### src/rtl/kernel_launch_scheduler.sv
// kernel_launch_scheduler
//   Queues kernel launch descriptors in a small FIFO and runs the kernels strictly in order.
//   For the running kernel, blocks are handed out one per cycle to the lowest-index free
//   compute core. kernel_done pulses once all blocks of a kernel have completed.
// Ports
//   clk, reset                 clock, synchronous active-high reset
//   launch_*_i / launch_ready_o  host descriptor handshake (valid/ready)
//   active_*_o                 configuration of the running kernel, shared by all cores
//   core_reset_o               1-cycle pulse on the dispatch cycle of core i
//   core_start_o               high while core i owns a block
//   core_block_id_o            block id for core i in slice [i*DATA_WIDTH +: DATA_WIDTH]
//   core_done_i                core i finished its block (ignored unless core_start_o[i])
//   kernel_done_o              1-cycle pulse per finished kernel
//   busy_o                     a kernel is loading or dispatching
//   queue_count_o              descriptors waiting in the FIFO
module kernel_launch_scheduler #(
    parameter int unsigned NUM_CORES   = 4,
    parameter int unsigned QUEUE_DEPTH = 4,
    parameter int unsigned DATA_WIDTH  = 32
) (
    input  logic                            clk,
    input  logic                            reset,
    input  logic                            launch_valid_i,
    output logic                            launch_ready_o,
    input  logic [DATA_WIDTH-1:0]           launch_base_instr_i,
    input  logic [DATA_WIDTH-1:0]           launch_base_data_i,
    input  logic [DATA_WIDTH-1:0]           launch_num_blocks_i,
    input  logic [DATA_WIDTH-1:0]           launch_warps_per_blk_i,
    output logic [DATA_WIDTH-1:0]           active_base_instr_o,
    output logic [DATA_WIDTH-1:0]           active_base_data_o,
    output logic [DATA_WIDTH-1:0]           active_warps_per_blk_o,
    output logic [NUM_CORES-1:0]            core_reset_o,
    output logic [NUM_CORES-1:0]            core_start_o,
    output logic [NUM_CORES*DATA_WIDTH-1:0] core_block_id_o,
    input  logic [NUM_CORES-1:0]            core_done_i,
    output logic                            kernel_done_o,
    output logic                            busy_o,
    output logic [$clog2(QUEUE_DEPTH):0]    queue_count_o
);

    localparam int unsigned PtrW = $clog2(QUEUE_DEPTH);
    localparam int unsigned CntW = PtrW + 1;

    typedef logic [DATA_WIDTH-1:0] word_t;

    typedef struct packed {
        word_t base_instr;
        word_t base_data;
        word_t num_blocks;
        word_t warps_per_blk;
    } desc_t;

    typedef enum logic [1:0] {StIdle, StLoad, StDispatch} state_e;

    state_e                state_q, state_d;
    desc_t                 fifo_q [QUEUE_DEPTH];
    logic [PtrW-1:0]       wr_ptr_q, rd_ptr_q;
    logic [CntW-1:0]       count_q;
    desc_t                 active_q;
    word_t                 dispatched_q, dispatched_d;
    word_t                 done_q, done_d;
    logic [NUM_CORES-1:0]  core_start_q, core_start_d;
    word_t                 block_id_q [NUM_CORES];

    logic                  push, pop, disp;
    logic [NUM_CORES-1:0]  done_hit, free, first_free, disp_oh;
    word_t                 done_inc, done_sum;

    always_comb begin
        launch_ready_o = (count_q < CntW'(QUEUE_DEPTH));
        push           = launch_valid_i && launch_ready_o;

        // Completions only count for cores that actually own a block.
        done_hit = core_done_i & core_start_q;
        done_inc = '0;
        for (int i = 0; i < NUM_CORES; i++) begin
            done_inc = done_inc + word_t'(done_hit[i]);
        end
        done_sum = done_q + done_inc;

        // A core completing this cycle is still marked busy, so it is reusable next cycle.
        free       = ~core_start_q;
        first_free = free & (~free + NUM_CORES'(1));

        state_d       = state_q;
        pop           = 1'b0;
        disp          = 1'b0;
        kernel_done_o = 1'b0;
        dispatched_d  = dispatched_q;
        done_d        = done_q;

        unique case (state_q)
            StIdle: begin
                if (count_q != '0) begin
                    pop     = 1'b1;
                    state_d = StLoad;
                end
            end
            StLoad: begin
                dispatched_d = '0;
                done_d       = '0;
                if (active_q.num_blocks == '0) begin
                    kernel_done_o = 1'b1;
                    state_d       = StIdle;
                end else begin
                    state_d = StDispatch;
                end
            end
            StDispatch: begin
                done_d = done_sum;
                if ((dispatched_q < active_q.num_blocks) && (free != '0)) begin
                    disp         = 1'b1;
                    dispatched_d = dispatched_q + word_t'(1);
                end
                if (done_sum == active_q.num_blocks) begin
                    kernel_done_o = 1'b1;
                    // Chain straight into the next queued kernel without an idle cycle.
                    if (count_q != '0) begin
                        pop     = 1'b1;
                        state_d = StLoad;
                    end else begin
                        state_d = StIdle;
                    end
                end
            end
            default: state_d = StIdle;
        endcase

        disp_oh      = disp ? first_free : '0;
        core_start_d = (core_start_q & ~done_hit) | disp_oh;

        core_reset_o    = disp_oh;
        core_start_o    = core_start_q;
        core_block_id_o = '0;
        for (int i = 0; i < NUM_CORES; i++) begin
            core_block_id_o[i*DATA_WIDTH +: DATA_WIDTH] = disp_oh[i] ? dispatched_q : block_id_q[i];
        end

        active_base_instr_o    = active_q.base_instr;
        active_base_data_o     = active_q.base_data;
        active_warps_per_blk_o = active_q.warps_per_blk;
        busy_o                 = (state_q != StIdle);
        queue_count_o          = count_q;
    end

    // Descriptor storage needs no reset; occupancy is tracked by count_q.
    always_ff @(posedge clk) begin
        if (push) begin
            fifo_q[wr_ptr_q] <= '{base_instr:    launch_base_instr_i,
                                  base_data:     launch_base_data_i,
                                  num_blocks:    launch_num_blocks_i,
                                  warps_per_blk: launch_warps_per_blk_i};
        end
    end

    always_ff @(posedge clk) begin
        if (reset) begin
            state_q      <= StIdle;
            wr_ptr_q     <= '0;
            rd_ptr_q     <= '0;
            count_q      <= '0;
            active_q     <= '0;
            dispatched_q <= '0;
            done_q       <= '0;
            core_start_q <= '0;
            for (int i = 0; i < NUM_CORES; i++) begin
                block_id_q[i] <= '0;
            end
        end else begin
            state_q      <= state_d;
            dispatched_q <= dispatched_d;
            done_q       <= done_d;
            core_start_q <= core_start_d;
            count_q      <= count_q + CntW'(push) - CntW'(pop);
            if (push) begin
                wr_ptr_q <= wr_ptr_q + PtrW'(1);
            end
            if (pop) begin
                active_q <= fifo_q[rd_ptr_q];
                rd_ptr_q <= rd_ptr_q + PtrW'(1);
            end
            for (int i = 0; i < NUM_CORES; i++) begin
                if (disp_oh[i]) begin
                    block_id_q[i] <= dispatched_q;
                end
            end
        end
    end

endmodule

### config.mk
export PLATFORM = sky130hd
export DESIGN_NAME = kernel_launch_scheduler
export DESIGN_NICKNAME = d
export VERILOG_FILES = /design/src/rtl/kernel_launch_scheduler.sv
export SDC_FILE = /design/constraint.sdc
export NUM_CORES = 1
export LEC_CHECK = 0
export CAP_MARGIN = 5
export CORE_AREA = 2 2 258 260
export CTS_BUF_LIST = sky130_fd_sc_hd__clkbuf_4 sky130_fd_sc_hd__clkbuf_8
export DETAILED_ROUTE_END_ITERATION = 16
export DIE_AREA = 0 0 260 262
export MAX_ROUTING_LAYER = met4
export PLACE_DENSITY = 0.78
export SETUP_SLACK_MARGIN = 0.2
export SLEW_MARGIN = 20
export SYNTH_ARGS = -nofsm -noshare
export SYNTH_HDL_FRONTEND = slang
export SYNTH_SLANG_ARGS = --single-unit
### constraint.sdc
create_clock -name clk -period 6.3 [get_ports clk]
set_clock_uncertainty 0.1 [all_clocks]
set_input_delay 0.945 -clock clk [delete_from_list [all_inputs] [get_ports clk]]
set_output_delay 0.945 -clock clk [all_outputs]
set_load 0.1 [all_outputs]
## Word-level counts from Yosys, hierarchy flattened

Memory sizes are Yosys's and may differ from the RTL's. A register that Yosys moved wholly into a read port is not among the register bits.
Cells that the tools add are included.

| storage, ports and cells | value |
|---|---|
| memories kept | 2 |
| register bits | 77 |
| RAM bits | 640 |
| logic and storage cells | 89 |

| cells by class | value |
|---|---|
| eq/ne operators | 6 |
| order comparisons | 2 |
| add/sub/neg operators | 10 |
| reduce and logical (&&, ||, !) cells | 10 |
| bitwise operators | 11 |
| muxes and demuxes | 41 |

Memories:

| name | words | width | read ports | clocked after memory_dff | wr ports | RTL line | text |
|---|---|---|---|---|---|---|---|
| fifo_q | 4 | 128 | 1 | 1 | 1 | 56 | `desc_t fifo_q [QUEUE_DEPTH];` |
| block_id_q | 4 | 32 | 4 | 0 | 4 | 63 | `word_t block_id_q [NUM_CORES];` |

Operators with widths:

| cell | count |
|---|---|
| two-way mux 32 bit | 9 |
| one-hot mux 32 bit (2 select lines) | 2 |
| adder 32 x 1 -> 32 bit, second input constant | 1 |
| adder 32 x 4 -> 32 bit | 1 |
| == test 32 bit | 1 |
| zero test 32 bit | 1 |
| less-than comparator 32 bit | 1 |
| two-way mux 1 bit | 23 |
| bitwise AND 4 bit | 3 |
| inverter 4 bit | 3 |
| two-way mux 2 bit | 3 |
| != test 2 bit, second input constant | 3 |
| one-hot mux 2 bit (3 select lines) | 1 |
| adder 2 x 1 -> 2 bit, second input constant | 2 |
| adder 3 x 1 -> 4 bit | 1 |
| adder 4 x 1 -> 4 bit, second input constant | 1 |
| two-way mux 4 bit | 1 |
| OR 1 bit | 4 |
| OR 4 bit | 1 |
| one-hot mux 1 bit (2 select lines) | 2 |
| AND reduction 2 bit | 2 |
| nonzero test 2 bit | 2 |
| nonzero test 4 bit | 1 |
| adder 2 x 1 -> 3 bit | 1 |
| other kinds (9) | 10 |

## Longest topological paths before layout

Gate-level depths: netlist of the first run.

| logic depth | value |
|---|---|
| depth in word-level cells | 10 |
| depth in mapped cells | 24 |

## Least setup slack after synthesis of the first run

No wires, ideal clock.

| path | value |
|---|---|
| path type | register to output |
| start | register core_start_q[0], in the netlist core_start_o[0] |
| end | output kernel_done_o |
| stages on the path, launching flop included | 17 |
| slack | -0.404 ns |
| data required time | 5.255 ns |
| buffers on the path | 3 |
| arrival | 5.659 ns |
| path through | dfxtp_1 clkbuf_1 and2_1 fa_1 inv_1 fa_1 fa_1 buf_2 nand3b_4 nor4_1 buf_4 nand3_2 xnor2_1 nand4_1 nor4_4 nand4_1 a21oi_1 |

| between the ends | value |
|---|---|
| longest elaborated chain between the ends | 8 |

RTL lines:

| item | RTL line | text |
|---|---|---|
| start, declared | 62 | `logic [NUM_CORES-1:0] core_start_q, core_start_d;` |
| start signal, assigned | 173 | `core_start_q <= core_start_d;` |
| bitwise AND 4 bit | 74 | `done_hit = core_done_i & core_start_q;` |
| adder 1 x 1 -> 2 bit | 77 | `done_inc = done_inc + word_t'(done_hit[i]);` |
| adder 2 x 1 -> 3 bit | 77 |  |
| adder 3 x 1 -> 4 bit | 77 |  |
| adder 32 x 4 -> 32 bit | 79 | `done_sum = done_q + done_inc;` |
| == test 32 bit | 115 | `if (done_sum == active_q.num_blocks) begin` |
| two-way mux 1 bit | 115 |  |
| one-hot mux 1 bit (2 select lines) | 92 | `unique case (state_q)` |
| end, declared | 36 | `output logic kernel_done_o,` |

Every way passes these cells.

## Worst setup path after layout of the first run

| path | value |
|---|---|
| start | register core_start_q[2], in the netlist core_start_o[2] |
| end | output kernel_done_o |

| between the ends | value |
|---|---|
| longest elaborated chain between the ends | 7 |

RTL lines:

| item | RTL line |
|---|---|
| bitwise AND 4 bit | 74 |
| adder 2 x 1 -> 3 bit | 77 |
| adder 3 x 1 -> 4 bit | 77 |
| adder 32 x 4 -> 32 bit | 79 |
| == test 32 bit | 115 |
| two-way mux 1 bit | 115 |
| one-hot mux 1 bit (2 select lines) | 92 |

Every way passes these cells.

==> summary.md, run 1 <==
| Metric | Value |
|---|---|
| Nets | `3076` |
| Vias per std cell | `5.99` |
| Arr. time, crit path | `4930 ps` |
| Multi-input gate area | `11300 sq um` |
| Post-synth top flop | `edfxtp_1` |
| CTS Sinks | `845` |
| Slew headroom | `23.3%` |
| DRC | `0` |
| Final setup fails | `0` |
| Worst slew pin tran | `1150 ps` |
| Max_cap viols | `0` |
| DR iter-0 viols | `1940` |
| Yosys reg bits | `845` |
| Clock-pin slew on the worst setup and hold paths | `70 ps` |
| TritonCTS clock tree | `built` |
| Maximum VDD drop | `449 uV` |
| Final worst setup slack | `320 ps` |
| Gp weighted congestion | `0.909` |
| Syn avg cell area | `13.8 sq um` |
| RSZ-0062 raised after global routing | `no` |
| Worst Setup Start Kind | `register` |
| Yosys warns | `0` |
| CTS root buffer | `clkbuf_8` |
| Crit path time final | `5980 ps` |
| Outcome | `finished clean` |
| Syn nets | `2809` |
| Initial antenna violation count | `14` |
| Slowest cell on the critical path | `fa_1` |
| Die X-Extent | `260 um` |
| Cells after Synth | `2627` |
| Routed Antenna Nets | `0` |
| Sequential Area | `23300 sq um` |
| Pin count of the biggest net entering global routing | `101` |
| Commonest non-fill, non-tap cells in the layout | `edfxtp_1, clkdlybuf4s50_1, dfxtp_1` |
| Yosys cell types | `77` |
| Overflow after GRT | `0` |
| DP Worst Slack | `-76.1 ps` |
| First-pass GRT wire length | `136000 um` |
| Initial Util | `55.7%` |
| Fin crit share | `94.9%` |
| Netlist Area Pre-Place | `36400 sq um` |
| Die area | `68100 sq um` |
| I/O Buffers | `372` |
| Static leakage | `15.2 nW` |
| Fmax | `0.167 GHz` |
| CP peak stage delay | `530 ps` |
| Most common cell after layout, fill and taps aside | `edfxtp_1` |
| Layout cells sized above 1 | `24.6%` |
| Hold Path Class | `reg -> reg` |
| Cts hold-fix bufs | `0` |
| Max FO, Critical Path | `7` |
| Half-perimeter wire length after placement | `54300 um` |
| Layout fillers | `4501` |
| R2R depth | `18` |
| Max H-tree Level | `4` |
| Clk_lat worst skew | `790 ps` |
| DRT Pass-1 Iters | `5` |
| Pwr/cell area | `470 nW/um^2` |
| GRT Util Overall | `26.8%` |
| Slew Viols, Final | `0` |
| IO Pins | `373` |
| WS Path Type | `reg -> out` |
| Worst Path Required | `5250 ps` |
| CTS buffer count | `137` |
| FFs w/ async S/R, synth | `0%` |
| Hold Path Stages | `2` |
| Vias | `23300` |
| Placed inst area | `39900 sq um` |
| Final Hold Fails | `0` |
| Die height | `262 um` |
| CORE AREA | `65300 sq um` |
| Detailed Route WL | `89700 um` |
| Site row count | `94` |
| Crit-path cells | `and2_1, fa_1, inv_2, fa_2, fa_2, nand3b_4, buf_6, or3_4, mux2i_1, mux2i_1, o22a_1, nor4_4, nand4_1, a21oi_4, buf_12` |
| Critical Path End Type | `output port` |
| Post-synth EDFFs | `640` |
| Final Util | `65.9%` |
| Area Overhead vs Synth | `18.4%` |
| Post-DR wirelength/cell | `23.1 um` |
| Clk buf depth | `3` |
| Vias in the first global route | `23400` |
| Worst Hold Margin | `372 ps` |
| Post-layout instance area | `43000 sq um` |
| Sequential fraction of the synthesis area | `64.1%` |
==> critical path, delay by kind of cell (launching register included) <==
family	cells	cell delay, ps
AO/OA/AOI/OAI	2	460
multiplexers	2	250
buffers and inverters	3	430
AND/OR/NAND/NOR	5	1280
adder cells (fa/ha/maj)	3	1330
flip-flops	1	380
==> Yosys cell counts (26+ instances only) <==
| master | n | area, sq um |
|---|---|---|
| nand3_1 | 154 | 771 |
| edfxtp_1 | 640 | 19200 |
| nand2_1 | 86 | 323 |
| dfxtp_1 | 205 | 4100 |
| nor3_1 | 26 | 130 |
| xnor2_1 | 42 | 368 |
| mux4_2 | 128 | 2880 |
| and3_1 | 130 | 813 |
| buf_4 | 115 | 863 |
| nor2_1 | 86 | 323 |
| ha_1 | 43 | 538 |
| inv_1 | 65 | 244 |
| clkbuf_1 | 160 | 601 |
| o21ai_0 | 147 | 736 |
| a21oi_1 | 202 | 1010 |
| mux2_2 | 128 | 1440 |
==> kinds of logic (layout without fill, tap and decap cells) <==
group,count (synthesis),count (layout),share of synthesized area (%)
flops,845,845,64.1
simple gates,596,596,8.73
compound gates,441,441,6.73
buf+inv,378,760,5.22
mux,264,264,12.1
xor+xnor,56,56,1.35
fa+ha+maj,47,47,1.70
other cells,0,18,0
==> repair_timing <==
| item | in CTS | in global routing |
|---|---|---|
| setup buffers | 2 | 2 |
| gates resized for setup | 6 | 10 |
| endpoints found under the hold margin | 0 | 0 |
| pin swaps | 8 | 8 |
| endpoints found under the setup margin | 1 | 1 |
==> metal layers <==
layer	GRT usage, %	wire (um)	up-vias
met5	-	0	-
met4	9.93	2510	0
met3	6.24	6960	187
met2	42.9	44500	951
met1	33.6	35700	11700
li1	-	-	10400
==> stage by stage <==
step | power (mW) | std cells | TNS, ps
after floorplan | 13.6 | 2627 | 0
after global placement | 15.3 | 3609 | -174
after detailed placement | 15.4 | 3609 | -473
after CTS | 20.3 | 3865 | 0
after global routing | 21.1 | 3887 | 0
final | 20.2 | 3891 | 0
==> sequential cells by signal, indices dropped and copies added, names as in the netlist <==
register,count
active_base_data_o,32
active_base_instr_o,32
active_q,32
active_warps_per_blk_o,32
block_id_q,128
core_start_o,4
dispatched_q,32
done_q,32
fifo_q,512
queue_count_o,3
rd_ptr_q,2
state_q,2
wr_ptr_q,2
==> layout make-up <==
| class | count | area share (%) |
|---|---|---|
| antenna | 18 | 0.105 |
| clock buffer | 204 | 5.71 |
| clock inverter | 50 | 0.919 |
| inverter | 67 | 0.584 |
| multi-input combinational | 1404 | 26.3 |
| sequential | 845 | 54.2 |
| tap | 864 | 2.51 |
| timing repair buffer | 439 | 9.65 |
==> final timing paths <==
kind | slack, ps | end | start
min | 370 | active_warps_per_blk_o[8]$_SDFFE_PP0P_ | active_warps_per_blk_o[8]$_SDFFE_PP0P_
min reg2reg | 370 | active_warps_per_blk_o[8]$_SDFFE_PP0P_ | active_warps_per_blk_o[8]$_SDFFE_PP0P_
max | 320 | kernel_done_o | core_start_o[2]$_SDFF_PP0_
max reg2reg | 890 | active_warps_per_blk_o[16]$_SDFFE_PP0P_ | core_start_o[2]$_SDFF_PP0_
==> power breakdown <==
part	total [mW]	internal [mW]	leakage, nW	switching, mW
combinational	7.98	2.36	6.00	5.62
clock	4.86	2.66	1.52	2.20
sequential	7.39	6.82	7.67	0.573
total	20.2	11.8	15.2	8.39
Note: power is estimated with default switching activity, not from simulation.
==> inputs of run 2 (changes only) <==
- CORE_AREA: 2 2 258 260 -> 2 2 273 275
- DIE_AREA: 0 0 260 262 -> 0 0 275 277
- PLACE_DENSITY: 0.78 -> 0.71
- SLEW_MARGIN: 20 -> not set
==> summary.md, run 2 (synthesis gave the netlist of run 1 again) <==
| Metric | Value |
|---|---|
| Outcome | `finished clean` |
| Commonest non-fill, non-tap cells in the layout | `edfxtp_1, clkdlybuf4s50_1, dfxtp_1` |
| RSZ-0062 raised after global routing | `yes` |
| Critical Path End Type | `output port` |
| Max_cap viols | `0` |
| Internal power | `12.0 mW` |
| Initial Util | `49.4%` |
| Wire length on met2 | `44400 um` |
| First-pass GRT wire length | `139000 um` |
| Area Overhead vs Synth | `18.8%` |
| Pin count of the biggest net entering global routing | `115` |
| Maximum VDD drop | `478 uV` |
| Fmax | `0.168 GHz` |
| Gp weighted congestion | `0.878` |
| IO Pins | `373` |
| Slew Viols, Final | `0` |
| Detailed Route WL | `90100 um` |
| Max FO, Critical Path | `4` |
| Final Hold Fails | `0` |
| Slowest cell on the critical path | `fa_1` |
| Site row count | `100` |
| Crit-path cells | `dlygate4sd2_1, and2_4, fa_1, inv_1, fa_2, fa_2, nand3b_4, buf_6, or3_4, xnor2_1, mux2i_1, o22a_1, nor4_4, buf_4, nand4_1, a21oi_4, buf_12` |
| Slew headroom | `17.4%` |
| Arr. time, crit path | `4900 ps` |
| Layout cells sized above 1 | `25.0%` |
| CP peak stage delay | `520 ps` |
| Clk_lat worst skew | `800 ps` |
| Half-perimeter wire length after placement | `54900 um` |
| Post-placement cell count | `3723` |
| Worst Hold Margin | `362 ps` |
| Initial antenna violation count | `19` |
| CTS root buffer | `clkbuf_8` |
| DR iter-0 viols | `1980` |
| Comb pwr share | `39.2%` |
| Cell repeated most along the worst path | `fa_2` |
| Met1 WL | `36300 um` |
| Largest Register | `fifo_q` |
| Clock-pin slew on the worst setup and hold paths | `60 ps` |
| CTS buffer count | `138` |
| Die X-Extent | `275 um` |
| Vias in the first global route | `23800` |
| Crit path time final | `5950 ps` |
| Clk network pwr share | `24.7%` |
| Fin crit share | `94.4%` |
| Worst Setup Start Kind | `input port` |
| Max H-tree Level | `4` |
| Vias | `23000` |
| Reg power frac | `36.1%` |
| Worst slew pin tran | `1230 ps` |
| Largest registers | `fifo_q x512, block_id_q x128` |
| Max reg flops | `512` |
| Routed Antenna Nets | `0` |
| I/O Buffers | `372` |
| Sw Ratio | `41.3%` |
| WS Path Type | `in -> out` |
| Worst Path Required | `5250 ps` |
| Max Used Layer | `met4` |
| Overflow after GRT | `0` |
| Layout fillers | `5659` |
| Nets | `3081` |
| Non-filler cells, final | `4000` |
| Setup TNS | `0 ps` |
| Clk buf depth | `3` |
| Die height | `277 um` |
| CORE AREA | `73600 sq um` |
| Most common cell after layout, fill and taps aside | `edfxtp_1` |
| Die area | `76200 sq um` |
| DRT Pass-1 Iters | `5` |
| Met3 Wirelength | `7030 um` |
| TritonCTS clock tree | `built` |
| Post-DR wirelength/cell | `22.5 um` |
| Post-layout instance area | `43200 sq um` |
| Hold Path Class | `in -> reg` |
| Static leakage | `15.2 nW` |
| Final setup fails | `0` |
| GRT Util Overall | `24.4%` |
| DRC | `0` |
| Pwr/cell area | `472 nW/um^2` |
| Vias per std cell | `5.74` |
| Placed inst area | `40100 sq um` |
| CTS Sinks | `845` |
| NetSw | `8.42 mW` |
run 2: critical path: cells and delay by family:
| kind | cells | cell delay [ps] |
|---|---|---|
| compound gates | 2 | 420 |
| xor+xnor | 1 | 160 |
| fa+ha+maj | 3 | 1300 |
| buf+inv | 5 | 830 |
| mux | 1 | 90 |
| simple gates | 5 | 1140 |
run 2: area by class of cell:
type                       count  area, sq um  share of cell area, %
sequential                   845        23300                   54.0
multi-input combinational   1404        11300                   26.2
timing repair buffer         443         4060                   9.41
clock buffer                 200         2480                   5.73
tap                          969         1210                   2.81
clock inverter                53          504                   1.17
inverter                      67          251                  0.582
antenna                       19         47.5                  0.110
run 2: power groups by stage:
| stage | logic [mW] | clock network [mW] | registers [mW] |
|---|---|---|---|
| 4_1_cts | 8.04 | 5.14 | 7.36 |
| 3_5_place_dp | 7.97 | 0 | 7.46 |
| 3_3_place_gp | 7.88 | 0 | 7.43 |
| 2_1_floorplan | 6.36 | 0 | 7.28 |
| 5_1_grt | 8.45 | 5.37 | 7.43 |
| 6_report | 8.00 | 5.04 | 7.35 |
run 2: worst paths after layout:
check / from / to / slack [ps] / cells after the start
worst max register to register: core_start_o[2]$_SDFF_PP0_ / active_warps_per_blk_o[30]$_SDFFE_PP0P_ / 660 / 16
worst min-delay path: reset / core_start_o[0]$_SDFF_PP0_ / 360 / 2
worst min register to register: active_warps_per_blk_o[19]$_SDFFE_PP0P_ / active_warps_per_blk_o[19]$_SDFFE_PP0P_ / 380 / 2
worst max-delay path: core_done_i[0] / kernel_done_o / 350 / 17
run 2: per-layer routing:
layer | GRT usage (%) | vias to the layer above
li1 | - | 10500
met1 | 30.0 | 11500
met2 | 39.3 | 847
met3 | 6.06 | 166
met4 | 8.29 | 0
met5 | - | -
run 2: stage by stage:
stage	setup WS [ps]	power, mW	util [%]
finish	355	20.4	58.7
detailed placement	-361	15.4	54.5
global placement	-231	15.3	54.5
floorplan	415	13.6	-
global route	177	21.2	58.7
CTS	316	20.5	58.7
run 2: what timing repair did:
item | in CTS | in global routing
resized for setup | 13 | 1
endpoints found under the setup margin | 1 | 10
hold buffers | 0 | 0
pin swaps | 11 | 1
buffers inserted | 5 | 0
